<file path="config.mk">
export PLATFORM = sky130hd
export DESIGN_NAME = kv_cache_refill
export DESIGN_NICKNAME = d
export VERILOG_FILES = /design/src/rtl/kv_cache_pkg.sv /design/src/rtl/kv_onehot_norm.sv /design/src/rtl/kv_cache_refill.sv
export SDC_FILE = /design/constraint.sdc
export NUM_CORES = 1
export LEC_CHECK = 0
export BUFFER_PORTS_ARGS = -buffer_cell sky130_fd_sc_hd__buf_2
export CAP_MARGIN = 20
export CORE_ASPECT_RATIO = 1.75
export CORE_MARGIN = 4
export CORE_UTILIZATION = 33
export CTS_BUF_LIST = sky130_fd_sc_hd__clkbuf_16
export CTS_CLUSTER_SIZE = 14
export DETAILED_ROUTE_END_ITERATION = 16
export PLACE_DENSITY = 0.62
export SLEW_MARGIN = 5
export SYNTH_ARGS = -nofsm -noshare
export SYNTH_HDL_FRONTEND = slang
export SYNTH_SLANG_ARGS = --single-unit
export TNS_END_PERCENT = 20
</file>
<file path="constraint.sdc">
create_clock -name i_clk -period 5.5 [get_ports i_clk]
set_input_delay 0.275 -clock i_clk [delete_from_list [all_inputs] [get_ports i_clk]]
set_output_delay 0.275 -clock i_clk [all_outputs]
set_load 0.01 [all_outputs]
</file>
<file path="src/rtl/kv_cache_pkg.sv">
// Shared constants, FSM state type and address-split helpers for the L1 miss-refill path.
package kv_cache_pkg;

  localparam int unsigned WAYS       = 4;
  localparam int unsigned INDEX_W    = 4;
  localparam int unsigned LINE_WORDS = 4;
  localparam int unsigned ADDR_W     = 32;
  localparam int unsigned OFF_W      = $clog2(LINE_WORDS);
  localparam int unsigned TAG_W      = ADDR_W - 2 - OFF_W - INDEX_W;

  typedef enum logic [1:0] {
    StIdle,
    StReq,
    StFill,
    StTag
  } refill_state_e;

  function automatic logic [TAG_W-1:0] addr_tag(input logic [ADDR_W-1:0] addr);
    return addr[ADDR_W-1 -: TAG_W];
  endfunction

  function automatic logic [INDEX_W-1:0] addr_index(input logic [ADDR_W-1:0] addr);
    return addr[2+OFF_W +: INDEX_W];
  endfunction

  function automatic logic [OFF_W-1:0] addr_offset(input logic [ADDR_W-1:0] addr);
    return addr[2 +: OFF_W];
  endfunction

  function automatic logic [ADDR_W-1:0] word_align(input logic [ADDR_W-1:0] addr);
    return {addr[ADDR_W-1:2], 2'b00};
  endfunction

  function automatic logic [ADDR_W-1:0] line_align(input logic [ADDR_W-1:0] addr);
    return {addr[ADDR_W-1:2+OFF_W], {(OFF_W + 2){1'b0}}};
  endfunction

endpackage

</file>
<file path="src/rtl/kv_onehot_norm.sv">
// Reduces an LRU kill mask to a strict one-hot: lowest set bit wins, an empty mask picks way 0.
module kv_onehot_norm #(
  parameter int unsigned W = 4
) (
  input  logic [W-1:0] mask_i,
  output logic [W-1:0] onehot_o
);

  always_comb begin
    onehot_o = '0;
    if (mask_i == '0) begin
      onehot_o[0] = 1'b1;
    end else begin
      // Two's-complement trick isolates the lowest set bit.
      onehot_o = mask_i & (~mask_i + W'(1));
    end
  end

endmodule

</file>
<file path="src/rtl/kv_cache_refill.sv">
// L1 miss-refill controller: latches victim way, bursts the line in, writes data then tag.
// Optional critical-word-first burst ordering via `KV_REFILL_CRITICAL_WORD_FIRST_EN.
module kv_cache_refill
  import kv_cache_pkg::*;
(
  input  logic               i_clk,
  input  logic               i_rst,
  input  logic               i_miss_valid,
  output logic               o_miss_ready,
  input  logic [ADDR_W-1:0]  i_miss_addr,
  input  logic [WAYS-1:0]    i_killmask,
  output logic               o_mem_req_valid,
  input  logic               i_mem_req_ready,
  output logic [ADDR_W-1:0]  o_mem_req_addr,
  input  logic               i_mem_rvalid,
  input  logic [31:0]        i_mem_rdata,
  output logic               o_wr_en,
  output logic [WAYS-1:0]    o_wr_way,
  output logic [INDEX_W-1:0] o_wr_index,
  output logic [OFF_W-1:0]   o_wr_word,
  output logic [31:0]        o_wr_data,
  output logic               o_tag_wr_en,
  output logic [TAG_W-1:0]   o_tag,
  output logic [WAYS-1:0]    o_lru_hit,
  output logic               o_resp_valid,
  output logic [31:0]        o_resp_data,
  output logic               o_done
);

  refill_state_e state_q, state_d;

  logic [ADDR_W-1:0]  req_addr_q;
  logic [TAG_W-1:0]   tag_q;
  logic [INDEX_W-1:0] index_q;
  logic [OFF_W-1:0]   off_q;
  logic [OFF_W-1:0]   cnt_q;
  logic [WAYS-1:0]    way_q;
  logic               last_q;
  logic               wr_en_q;
  logic [OFF_W-1:0]   wr_word_q;
  logic [31:0]        wr_data_q;
  logic               resp_valid_q;
  logic [31:0]        resp_data_q;

  logic [WAYS-1:0]    victim;
  logic [ADDR_W-1:0]  miss_req_addr;
  logic [OFF_W-1:0]   start_off;
  logic [OFF_W-1:0]   beat_word;
  logic               accept;
  logic               beat;
  logic               beat_is_req;

  kv_onehot_norm #(
    .W(WAYS)
  ) u_victim_norm (
    .mask_i  (i_killmask),
    .onehot_o(victim)
  );

`ifdef KV_REFILL_CRITICAL_WORD_FIRST_EN
  assign miss_req_addr = word_align(i_miss_addr);
  assign start_off     = off_q;
`else
  assign miss_req_addr = line_align(i_miss_addr);
  assign start_off     = '0;
`endif

  assign accept      = (state_q == StIdle) && i_miss_valid;
  // last_q marks the spare cycle after the final beat, where further beats are dropped.
  assign beat        = (state_q == StFill) && !last_q && i_mem_rvalid;
  assign beat_word   = start_off + cnt_q;
  assign beat_is_req = (beat_word == off_q);

  always_comb begin
    state_d = state_q;
    case (state_q)
      StIdle:  if (i_miss_valid) state_d = StReq;
      StReq:   if (i_mem_req_ready) state_d = StFill;
      StFill:  if (last_q) state_d = StTag;
      StTag:   state_d = StIdle;
      default: state_d = StIdle;
    endcase
  end

  always_ff @(posedge i_clk or posedge i_rst) begin
    if (i_rst) begin
      state_q      <= StIdle;
      req_addr_q   <= '0;
      tag_q        <= '0;
      index_q      <= '0;
      off_q        <= '0;
      cnt_q        <= '0;
      way_q        <= '0;
      last_q       <= 1'b0;
      wr_en_q      <= 1'b0;
      wr_word_q    <= '0;
      wr_data_q    <= '0;
      resp_valid_q <= 1'b0;
      resp_data_q  <= '0;
    end else begin
      state_q      <= state_d;
      wr_en_q      <= beat;
      resp_valid_q <= beat && beat_is_req;
      if (accept) begin
        req_addr_q <= miss_req_addr;
        tag_q      <= addr_tag(i_miss_addr);
        index_q    <= addr_index(i_miss_addr);
        off_q      <= addr_offset(i_miss_addr);
        way_q      <= victim;
        cnt_q      <= '0;
        last_q     <= 1'b0;
      end
      if (beat) begin
        cnt_q     <= cnt_q + OFF_W'(1);
        wr_word_q <= beat_word;
        wr_data_q <= i_mem_rdata;
        if (cnt_q == OFF_W'(LINE_WORDS - 1)) last_q <= 1'b1;
        if (beat_is_req) resp_data_q <= i_mem_rdata;
      end
    end
  end

  // Ready is masked during reset so every output reads 0 until release.
  assign o_miss_ready    = (state_q == StIdle) && !i_rst;
  assign o_mem_req_valid = (state_q == StReq);
  assign o_mem_req_addr  = req_addr_q;
  assign o_wr_en         = wr_en_q;
  assign o_wr_way        = way_q;
  assign o_wr_index      = index_q;
  assign o_wr_word       = wr_word_q;
  assign o_wr_data       = wr_data_q;
  assign o_tag_wr_en     = (state_q == StTag);
  assign o_tag           = tag_q;
  assign o_lru_hit       = (state_q == StTag) ? way_q : '0;
  assign o_resp_valid    = resp_valid_q;
  assign o_resp_data     = resp_data_q;
  assign o_done          = (state_q == StTag);

endmodule

</file>
==> impl_metrics.toml <==
[clocking]
cts_resized = 0
clk_pin_slew_worst_paths_ns = 0.07
ctsHoldBuffers = 0
clkSinkCount = 107
cts_tree = "done"
htree_levels = 3
clockBufferDepth = 2
cts_buffers = 9
cts_setup_buffers = 0
clock_latency_ns = 0.33
root_buffer = "clkbuf_16"

[route]
wirelength_um = 10100
vias = 2896
wl_met3_um = 725
wl_met1_um = 3370
drtPass1Iterations = 4
viasPerCell = 4.49
postRouteAntennaNets = 0
wl_per_cell_um = 15.7
dr.first_iter.drc_count = 86
drc = 0
highest_layer = "met4"
route.met2.wl_um = 5810

[critical_path]
cp_top_family = "simple AND/OR/NAND/NOR gates"
crit_path_max_fanout = 40
cp_num_buf_inv = 2
critPathArrivalTime_ns = 2.87
critPathLaunchType = "flop"
cp-end-kind = "flop"
slowest_delay_ns = 0.51
critPathRequiredTime_ns = 5.72
reg2reg_slack_ns = 2.85
cp_cell_sequence = "inv_1, ha_1, nand3b_4, nor3_4, buf_4, mux2_2"
r2r_cells = 6
critPathKind = "flop to flop"
critPathSlowestCell = "nand3b_4"
r2r-start = "state_q[0]$_DFFE_PP0P_"
rr_endpoint = "o_resp_data[15]$_DFFE_PP0P_"

[placed_design]
routabilityCongestion = 0.735
dpl_cell_area_sq_mm = 0.00536
dpl.hpwl_um = 7600
io_buffers = 206
place_inst = 631

[layout]
finalNonFillerCells = 645
final_area_sq_mm = 0.00567
utilization_pct = 43.6
fin_nets = 550
diodes = 0
final_layout_size_suffix_gt1_share_pct = 67.7
area_growth_syn_to_layout_pct = 28.6

[sta]
max_freq_mhz = 377
hold_viol_final = 0
tightest_slew_ns = 0.890
finalSetupTns_ns = 0
period_needed_ns = 2.65
maxSlewHeadroom_pct = 40.4
min_period_over_period_pct = 48.2
clock_skew_ns = 0.00608
rsz0062_at_grt = "no"
final_max_slew_viol_count = 0
finalSetupViolCount = 0

[synth]
netlist_area_sq_mm = 0.00441
yosysSeqAreaShare_pct = 60.7
synth-seq-cells = 107
synth_largest_area_cell = "dfrtp_1"
yosysUniqueCellTypes = 25
synth_top_area_share_pct = 60.7
synthMostInstantiatedCell = "dfrtp_1"
synthArstFlopShare_pct = 100
ys_warn_count = 0
synth_area_leaders = "dfrtp_1 (61%), mux2_2 (24%), buf_4 (5.8%)"
synth_edf_count = 0
postSynthAreaPerCell_sq_um = 15.0
synth_ff_type = "dfrtp_1"
synthTopCellsByCount = "dfrtp_1 (107), mux2_2 (95), buf_4 (34)"
synthCells = 293

[power]
power_density_mw_per_mm2 = 620
power_leakage_nw = 2.89
peakVddDrop_v = 0.000230

[die]
die_w_um = 95.4
die_h_um = 161
die-area_sq_mm = 0.0153
core.rowCount = 55
io_pins = 213
initial_utilization_pct = 33.9
core-area_sq_mm = 0.0130

[grt]
grt_max_degree = 63
antenna_found_initial = 0
gr-total-overflow = 0
grt_pass1_wl_um = 15700
grt_pass1_vias = 3039
gr-usage-all-layers_pct = 13.3

[status]
status = "finished clean"

[hold_path]
holdCritPathClass = "input port to asynchronous set/reset pin"

[run]
maxCapViolCount = 0
[worst max-delay path by stage]
stage / start / end / cells past startpoint
CTS: state_q[0]$_DFFE_PP0P_ / o_resp_data[15]$_DFFE_PP0P_ / 6
floorplan: i_rst / cnt_q[0]$_DFFE_PP0P_ / 1
global placement: state_q[0]$_DFFE_PP0P_ / o_resp_data[24]$_DFFE_PP0P_ / 6
detailed placement: state_q[0]$_DFFE_PP0P_ / o_resp_data[15]$_DFFE_PP0P_ / 6
finish: state_q[0]$_DFFE_PP0P_ / o_resp_data[15]$_DFFE_PP0P_ / 6
global route: state_q[0]$_DFFE_PP0P_ / o_resp_data[15]$_DFFE_PP0P_ / 6
[sequential cells by signal, indices dropped and copies added, names as in the netlist]
name / flops
o_wr_word: 2
o_wr_en: 1
o_wr_data: 32
o_wr_way: 4
o_resp_data: 32
o_resp_valid: 1
o_mem_req_addr: 1
state_q: 2
cnt_q: 2
o_wr_index: 3
o_tag: 24
last_q: 1
off_q: 2
[cell families after synthesis]
kind of cell | share of synthesized area, %
fa+ha+maj | 1.70
compound gates | 1.19
buf+inv | 8.00
flops | 60.7
mux | 25.0
other cells | 0.0851
simple gates | 2.87
xor+xnor | 0.397
[per-layer routing]
layer / global-route usage, % / vias to the layer above
li1: - / 1315
met1: 13.4 / 1456
met2: 25.2 / 110
met3: 2.81 / 15
met4: 5.85 / 0
met5: 0 / -
[per-stage QoR]
stage | power [W] | hold slack (ns) | worst slack [ns]
floorplan | 0.00238 | 0.408 | 2.41
global placement | 0.00285 | 0.379 | 2.90
detailed placement | 0.00291 | 0.394 | 2.78
CTS | 0.00359 | 0.0238 | 2.76
global route | 0.00376 | 0.0545 | 2.66
finish | 0.00351 | 0.0147 | 2.85
[worst reg2reg max path, delay by kind of cell, from the launching register on]
kind | cells | cell delay, ns
fa+ha+maj | 1 | 0.27
buf+inv | 2 | 0.59
flops | 1 | 0.40
mux | 1 | 0.40
simple gates | 2 | 0.86
[layout make-up]
cell class,instances,area [sq um]
clock buffer,9,225
multi-input combinational,137,1390
timing repair buffer,208,1050
clock inverter,5,80.1
fill,1242,7340
tap,171,214
sequential,107,2680
inverter,8,32.5
[where the power goes]
part	switching (W)	total, W	internal (W)
combinational	0.000718	0.00146	0.000739
clock	0.000270	0.000664	0.000393
sequential	0.000215	0.00139	0.00118
[cell usage in the layout (no fill, tap or decap), drive strengths merged, types with 2 or more instances in the layout]
| master | count |
|---|---|
| and2 | 4 |
| buf | 208 |
| bufinv | 2 |
| a22o | 2 |
| dfrtp | 107 |
| nor2 | 2 |
| mux2 | 97 |
| inv | 8 |
| nor3 | 3 |
| clkbuf | 9 |
| xor2 | 2 |
| nand2 | 4 |
| o21ai | 5 |
| conb | 4 |
| ha | 6 |
| nand3 | 2 |
| clkinv | 2 |
Note: power is estimated with default switching activity, not from simulation.
